**src/rtl/mul_unit_if.sv**
```systemverilog
// Handshake and data bundle between the EX controller and the multiplier.
// Carries start/mulctl/rs1/rs2 in; busy/mul_done/mul_res out.
interface mul_unit_if #(
  parameter int XLEN = 32
);
  logic            start;
  logic [1:0]      mulctl;
  logic [XLEN-1:0] rs1;
  logic [XLEN-1:0] rs2;
  logic            busy;
  logic            mul_done;
  logic [XLEN-1:0] mul_res;

  modport master (
    output start, mulctl, rs1, rs2,
    input  busy, mul_done, mul_res
  );

  modport slave (
    input  start, mulctl, rs1, rs2,
    output busy, mul_done, mul_res
  );
endinterface

```
**src/rtl/mul_unit.sv**
```systemverilog
// Iterative radix-2 shift-add RV32M multiplier (mul/mulh/mulhsu/mulhu).
// Ports: clk, rst (async high), mu (slave: start/mulctl/rs1/rs2 -> busy/mul_done/mul_res).
module mul_unit #(
  parameter int XLEN = 32
) (
  input logic     clk,
  input logic     rst,
  mul_unit_if.slave mu
);
  localparam int PW = 2 * XLEN;
  localparam int CW = $clog2(XLEN);
  localparam logic [PW-1:0]   ONE_P = PW'(1);
  localparam logic [XLEN-1:0] ONE_X = XLEN'(1);
  localparam logic [CW-1:0]   LAST  = CW'(XLEN - 1);

  typedef enum logic [1:0] {
    IDLE,
    CALC,
    FINISH
  } state_t;

  state_t          state_q;
  state_t          state_d;
  logic [1:0]      ctl_q;
  logic            neg_q;
  logic [PW-1:0]   mcand_q;
  logic [XLEN-1:0] mplier_q;
  logic [PW-1:0]   acc_q;
  logic [CW-1:0]   cnt_q;
  logic [XLEN-1:0] res_q;
  logic            done_q;

  logic            sgn1;
  logic            sgn2;
  logic            neg1;
  logic            neg2;
  logic [XLEN-1:0] abs1;
  logic [XLEN-1:0] abs2;
  logic [PW-1:0]   prod;

  always_comb begin
    sgn1 = 1'b0;
    sgn2 = 1'b0;
    unique case (1'b1)
      (mu.mulctl == 2'b01): begin
        sgn1 = 1'b1;
        sgn2 = 1'b1;
      end
      (mu.mulctl == 2'b10): sgn1 = 1'b1;
      default: ;
    endcase
  end

  // |-2^(XLEN-1)| wraps to itself, which is the right unsigned magnitude
  assign neg1 = sgn1 & mu.rs1[XLEN-1];
  assign neg2 = sgn2 & mu.rs2[XLEN-1];
  assign abs1 = neg1 ? (~mu.rs1 + ONE_X) : mu.rs1;
  assign abs2 = neg2 ? (~mu.rs2 + ONE_X) : mu.rs2;
  assign prod = neg_q ? (~acc_q + ONE_P) : acc_q;

  always_ff @(posedge clk or posedge rst) begin
    if (rst) state_q <= IDLE;
    else     state_q <= state_d;
  end

  always_comb begin
    state_d = state_q;
    unique case (state_q)
      IDLE:    if (mu.start) state_d = CALC;
      CALC:    if (cnt_q == LAST) state_d = FINISH;
      FINISH:  state_d = IDLE;
      default: state_d = IDLE;
    endcase
  end

  always_ff @(posedge clk or posedge rst) begin
    if (rst) begin
      ctl_q    <= '0;
      neg_q    <= 1'b0;
      mcand_q  <= '0;
      mplier_q <= '0;
      acc_q    <= '0;
      cnt_q    <= '0;
      res_q    <= '0;
      done_q   <= 1'b0;
    end else begin
      done_q <= 1'b0;
      unique case (state_q)
        IDLE: begin
          if (mu.start) begin
            ctl_q    <= mu.mulctl;
            neg_q    <= neg1 ^ neg2;
            mcand_q  <= {{XLEN{1'b0}}, abs1};
            mplier_q <= abs2;
            acc_q    <= '0;
            cnt_q    <= '0;
          end
        end
        CALC: begin
          if (mplier_q[0]) acc_q <= acc_q + mcand_q;
          mcand_q  <= mcand_q << 1;
          mplier_q <= mplier_q >> 1;
          cnt_q    <= cnt_q + 1'b1;
        end
        FINISH: begin
          res_q  <= (ctl_q == 2'b00) ? prod[XLEN-1:0]
                                     : prod[PW-1:XLEN];
          done_q <= 1'b1;
        end
        default: ;
      endcase
    end
  end

  assign mu.busy     = (state_q != IDLE);
  assign mu.mul_done = done_q;
  assign mu.mul_res  = res_q;
endmodule

```
**src/flat_wrapper.sv**
```systemverilog
// flat-port wrapper written by rule: the top's interface ports become plain ports
module mul_unit_flat 
#(
  parameter int XLEN = 32
)
  (clk, rst, mu_start, mu_mulctl, mu_rs1, mu_rs2, mu_busy, mu_mul_done, mu_mul_res);
  mul_unit_if #(.XLEN(XLEN)) mu_i ();
  input logic clk;
  input logic rst;
  input wire logic [$bits(mu_i.start)-1:0] mu_start;
  input wire logic [$bits(mu_i.mulctl)-1:0] mu_mulctl;
  input wire logic [$bits(mu_i.rs1)-1:0] mu_rs1;
  input wire logic [$bits(mu_i.rs2)-1:0] mu_rs2;
  output wire logic [$bits(mu_i.busy)-1:0] mu_busy;
  output wire logic [$bits(mu_i.mul_done)-1:0] mu_mul_done;
  output wire logic [$bits(mu_i.mul_res)-1:0] mu_mul_res;
  assign mu_i.start = mu_start;
  assign mu_i.mulctl = mu_mulctl;
  assign mu_i.rs1 = mu_rs1;
  assign mu_i.rs2 = mu_rs2;
  assign mu_busy = mu_i.busy;
  assign mu_mul_done = mu_i.mul_done;
  assign mu_mul_res = mu_i.mul_res;
  mul_unit #(.XLEN(XLEN)) u_core (.clk(clk), .rst(rst), .mu(mu_i));
endmodule
```
**config.mk**
```make
export PLATFORM = sky130hd
export DESIGN_NAME = mul_unit_flat
export DESIGN_NICKNAME = d
export VERILOG_FILES = /design/src/rtl/mul_unit_if.sv /design/src/rtl/mul_unit.sv /design/src/flat_wrapper.sv
export SDC_FILE = /design/constraint.sdc
export NUM_CORES = 1
export LEC_CHECK = 0
export CORE_UTILIZATION = 54
export CTS_CLUSTER_DIAMETER = 50
export DETAILED_ROUTE_END_ITERATION = 12
export PLACE_DENSITY = 0.85
export RECOVER_POWER = 25
export SLEW_MARGIN = 20
export SYNTH_ARGS = -nofsm -noshare
export SYNTH_HDL_FRONTEND = slang
export SYNTH_SLANG_ARGS = --single-unit
```
**constraint.sdc**
```tcl
create_clock -name clk -period 7.2 [get_ports clk]
set_input_delay 1.44 -clock clk [delete_from_list [all_inputs] [get_ports clk]]
set_output_delay 1.44 -clock clk [all_outputs]
set_load 0.005 [all_outputs]
```
### Yosys cells after proc, flatten, opt, wreduce, memory -nomap -nowiden

Index checks and enable logic that the tools add are counted.

| word-level totals | value |
|---|---|
| input bits | 69 |
| register bits after elaboration | 203 |
| output and inout port bits | 34 |

| operators by class | value |
|---|---|
| add/sub/neg operators | 5 |
| bitwise operators | 6 |
| equality and inequality tests | 8 |
| multiplexer cells | 19 |
| reduce and logical (&&, ||, !) cells | 9 |

Operators with widths:

| cell | number |
|---|---|
| 64-bit 2-to-1 mux | 4 |
| 64-bit case mux with 2 select lines | 2 |
| 32-bit 2-to-1 mux | 4 |
| 32-bit by 1-bit adder with 32-bit output (second input constant) | 2 |
| 64-bit by 1-bit adder with 64-bit output (second input constant) | 1 |
| 64-bit adder | 1 |
| 32-bit inverter | 2 |
| 64-bit inverter | 1 |
| 32-bit case mux with 2 select lines | 1 |
| 5-bit case mux with 2 select lines | 1 |
| 2-bit AND reduction | 3 |
| 5-bit by 1-bit adder with 5-bit output (second input constant) | 1 |
| 5-bit equality test (second input constant) | 1 |
| 5-bit 2-to-1 mux | 1 |
| 2-bit by 1-bit equality test with 1-bit output (second input constant) | 2 |
| 2-bit equality test (second input constant) | 2 |
| 2-bit zero test | 2 |
| 2-bit 2-to-1 mux | 2 |
| 2-bit by 1-bit inequality test with 1-bit output (second input constant) | 2 |
| 2-bit case mux with 2 select lines | 1 |
| 2-bit nonzero test | 2 |
| 1-bit 2-to-1 mux | 3 |
| 3-bit AND reduction | 1 |
| 1-bit bitwise AND | 2 |
| 3 further kinds | 3 |

### Depth between registers and ports, before layout

| logic depth | value |
|---|---|
| depth in word-level cells | 7 |
| depth in mapped cells | 13 |

### Worst setup path after synthesis

Ideal clock, no wire load.

| path | value |
|---|---|
| kind | in2reg |
| start | input mu_rs1[7] |
| end | register u_core.mcand_q[30] |
| slack | 3,583 ps |
| arrival time | 3,484 ps |
| path buffers | 0 |
| stages | 8 |
| cells stage by stage | or3_1 -> or4_1 -> nor4_1 -> a21oi_1 -> a21oi_1 -> o21ai_0 -> xnor2_1 -> o21ai_0 |

| between the ends | value |
|---|---|
| word-level cells in the longest chain between the ends | 5 |

Ends and longest elaborated chain:

| element | line | text |
|---|---|---|
| start: declaration | flat_wrapper.sv:12 | `input wire logic [$bits(mu_i.rs1)-1:0] mu_rs1;` |
| 32-bit inverter | mul_unit.sv:57 | `assign abs1 = neg1 ? (~mu.rs1 + ONE_X) : mu.rs1;` |
| 32-bit by 1-bit adder with 32-bit output | mul_unit.sv:57 |  |
| 32-bit 2-to-1 mux | mul_unit.sv:57 |  |
| 64-bit 2-to-1 mux | mul_unit.sv:90 | `if (mu.start) begin` |
| 64-bit case mux with 2 select lines | mul_unit.sv:88 | `unique case (state_q)` |
| end signal: assignment | mul_unit.sv:93 | `mcand_q <= {{XLEN{1'b0}}, abs1};` |
| end signal: assignment | mul_unit.sv:101 | `mcand_q <= mcand_q << 1;` |
| end: declaration | mul_unit.sv:26 | `logic [PW-1:0] mcand_q;` |

No other way between the ends. The select of a mux whose other input is x is not followed.
A chain may end at the register's enable or synchronous reset.

### Worst setup path in the final report

| path | value |
|---|---|
| start | register u_core.state_q[1] |
| end | register u_core.acc_q[63] |

| between the ends | value |
|---|---|
| word-level cells in the longest chain between the ends | 3 |
| elaborated cells on any way between the ends | 7 |
| classes of those cells | eq/ne: 3; mux: 1; reduce/logical: 3 |

Ends and longest elaborated chain:

| element | line | text |
|---|---|---|
| start: declaration | mul_unit.sv:22 | `state_t state_q;` |
| start signal: assignment | mul_unit.sv:63 | `else state_q <= state_d;` |
| 2-bit by 1-bit equality test with 1-bit output / 2-bit zero test (equally long branches) | mul_unit.sv:88 |  |
| 2-bit by 1-bit inequality test with 1-bit output (no line) (tied with other cells) | - |  |
| 3-bit AND reduction (no line) | - |  |
| end signal: assignment | mul_unit.sv:100 | `if (mplier_q[0]) acc_q <= acc_q + mcand_q;` |
| end: declaration | mul_unit.sv:28 | `logic [PW-1:0] acc_q;` |

Parallel ways exist; a longest one is shown, timed or not.

==> metrics <==
outcome=finished with violations; failing checks=max-capacitance violations, max-slew violations; Mapped Nets=1814; clk root buf=clkbuf_16; fin nets=1855; share of post-route cells with drive strength above 1=0.05066; vias in the first global route=12440; cts hold-fix bufs=0; power per cell area=471.0 nW/um^2; RSZ-0062 raised after global routing=false; largest area contributor in the netlist=dfrtp_1; antenna viol nets, final=0; share of flip-flops with an asynchronous set or reset=1.000; Placed Cells=2017; Peak Freq=189.1 MHz; crit path DAT=5.74 ns; final hold vios=0; post-synthesis cell area=14020 um^2; crit end category=register; drt via density=6.284; Core ar.=25330 um^2; type of the worst min-delay path=register to register; Clock Latency Late Sink=0.54 ns; largest net degree at the start of global routing=102; post-CTS setup buffers=0; total number of H-tree levels=1; Rel. slew slack=-1.882; CTS tree=yes; top cell type's share of synthesized area=0.3624; Multi-input gate area=8484 um^2; YS warnings=0; Avg Cell Area, Syn=8.368 um^2; total gr overflow=0; setup violators final=0; global-route wire length before repair=61.86 mm; cell count after synthesis=1675; DRC=0; die area=26610 um^2; Routability Congestion=0.9258; worst setup path class=register to register; final worst-path cycle share=0.7344; clock skew=0.01163 ns; aggregate global-route resource usage=0.2849; Starting Density=0.5535; Pleak=6.881 nW; DR iter-0 viols=1221; EDFF count, synth=0; Total Wirelength=37.24 mm; unique cell type count in the Yosys netlist=63; top cells by area, synth=dfrtp_1, o21ai_0, nand2_1; crit path launch type=register; CP max-delay cell=clkbuf_1; worst r2r src=u_core.state_q[1]; num ports=103; Worst-path clk slew=0.06 ns; post-route insts no fill=2067; design area=16090 um^2; Seq/Total Area, Yosys=0.3624; first drt pass iteration count=7; cts repair resizes=0; Die W=163.1 um; max cap viols=4; Rows=58; Crit path largest cell delay=3.00 ns; register area=5081 um^2; Placed Area=15190 um^2; most common cell in the netlist=nand2_1; critical path data required time=7.66 ns; wire length per cell=18.02 um; Longest Clk Path Bufs=3; Worst Reg-to-Reg Cells=7; filler cell count=2146; CTS Buf Count=27; crit path cell chain=nor2b_4 > clkbuf_1 > nand2_1 > buf_4 > o311a_1 > o211ai_1 > mux2i_1; Post-synth top flop=dfrtp_1; Worst Path Max Fanout=100; Vias=12990; R2R setup slack=1.91 ns; post-DP HPWL=27.17 mm; Worst-Margin Slew=4.299 ns; reg2reg end=u_core.acc_q[63]; number of port buffers=102; min cycle time layout=5.288 ns; Die H=163.1 um; Clock Sinks=203; Synth top cells by count=nand2_1, o21ai_0, dfrtp_1; Peak VDD IR=0.2323 mV; CP startpoint=u_core.state_q[1]; Setup TNS=0 ns; # diodes=0; CP endpoint=u_core.acc_q[63]; register bit total from synthesis=203; Final Max Slew Viols=325; initial antenna violation count=0; Area Overhead vs Synth=14.82%
flip-flops by register name (all words and copies together) (netlist names):
register and count:
u_core.ctl_q 2, u_core.mu.mul_res 32, u_core.mu.mul_done 1, u_core.acc_q 64
u_core.neg_q 1, u_core.mplier_q 32, u_core.state_q 2, u_core.mcand_q 64
u_core.cnt_q 5
how the worst min path moves through the flow:
stage                                      from                    end  slack (ns)  depth (start not counted)
after floorplan                 u_core.cnt_q[3]        u_core.cnt_q[3]        0.45                          1
after global placement    u_core.mu.mul_res[10]  u_core.mu.mul_res[10]        0.46                          2
after detailed placement  u_core.mu.mul_res[22]  u_core.mu.mul_res[22]        0.47                          2
after CTS                 u_core.mu.mul_res[22]  u_core.mu.mul_res[22]        0.49                          2
after global routing       u_core.mu.mul_res[3]   u_core.mu.mul_res[3]        0.50                          2
final                     u_core.mu.mul_res[22]  u_core.mu.mul_res[22]        0.48                          2
placed cells by master (no fill, tap or decap), drive strengths merged, types with 3 or more instances in the layout:
cell type | synthesis | final
clkdlybuf4s50 | 0 | 100
and3 | 16 | 16
a211oi | 9 | 9
nor4 | 15 | 15
nand4 | 18 | 18
inv | 25 | 31
clkbuf | 98 | 34
o22ai | 5 | 5
o21a | 4 | 4
clkinv | 0 | 9
nor3 | 14 | 14
a41oi | 3 | 3
or3 | 26 | 26
o41ai | 17 | 17
a22o | 3 | 3
o211ai | 9 | 9
or4 | 16 | 16
nor2b | 12 | 12
xor2 | 90 | 90
dfrtp | 203 | 203
or2 | 9 | 9
and2 | 9 | 9
o21bai | 11 | 11
a2111oi | 5 | 5
ha | 69 | 69
a21o | 38 | 38
a221o | 10 | 10
a21oi | 102 | 102
o21ai | 256 | 256
o31ai | 34 | 34
xnor2 | 77 | 77
nor2 | 77 | 77
o221ai | 5 | 5
nand3 | 23 | 23
nand2b | 11 | 11
nand2 | 258 | 258
a31oi | 10 | 10
a22oi | 61 | 61
buf | 4 | 10
o311ai | 3 | 3
routing by layer:
metal,track usage,share of wire
met5,0,0
met4,0.1113,0.039
met3,0.04698,0.075
met2,0.4528,0.45
met1,0.3877,0.44
worst max-delay path: cells and delay by family, from the launching register on:
kind,cells,cell delay [ns]
flip-flops,1,0.43
AO/OA/AOI/OAI,2,0.48
buffers and inverters,2,3.51
AND/OR/NAND/NOR,2,0.53
multiplexers,1,0.20
layout make-up:
class                           count  area share
Clock inverter                     18     0.01197
Sequential cell                   203      0.3157
Timing Repair Buffer              114     0.06857
Clock buffer                       32     0.04501
Tap cell                          330     0.02565
Multi-Input combinational cell   1345      0.5272
Inverter                           25    0.005908
logic make-up after synthesis:
kind of cell / after synthesis / share of synthesized area
buf+inv: 127 / 0.03410
xor+xnor: 167 / 0.1043
mux: 2 / 0.001428
compound gates: 597 / 0.2614
simple gates: 509 / 0.1733
flops: 203 / 0.3624
fa+ha+maj: 70 / 0.06302
through the flow:
step	utilization	total power [mW]	hold slack [ns]	worst slack [ns]
after floorplan	-	5.057	0.4494	0.2209
after global placement	0.5999	5.990	0.4609	2.731
after detailed placement	0.5999	6.144	0.4736	2.574
after CTS	0.6361	7.522	0.4868	2.572
after global routing	0.6355	8.179	0.5042	1.355
final	0.6355	7.581	0.4823	1.912
report_power, final:
part           internal (mW)  switching (mW)
registers               1.61           0.654
clock network          0.807           0.543
logic                   1.62            2.35
total                   4.03            3.55
Note: power is estimated with default switching activity, not from simulation.
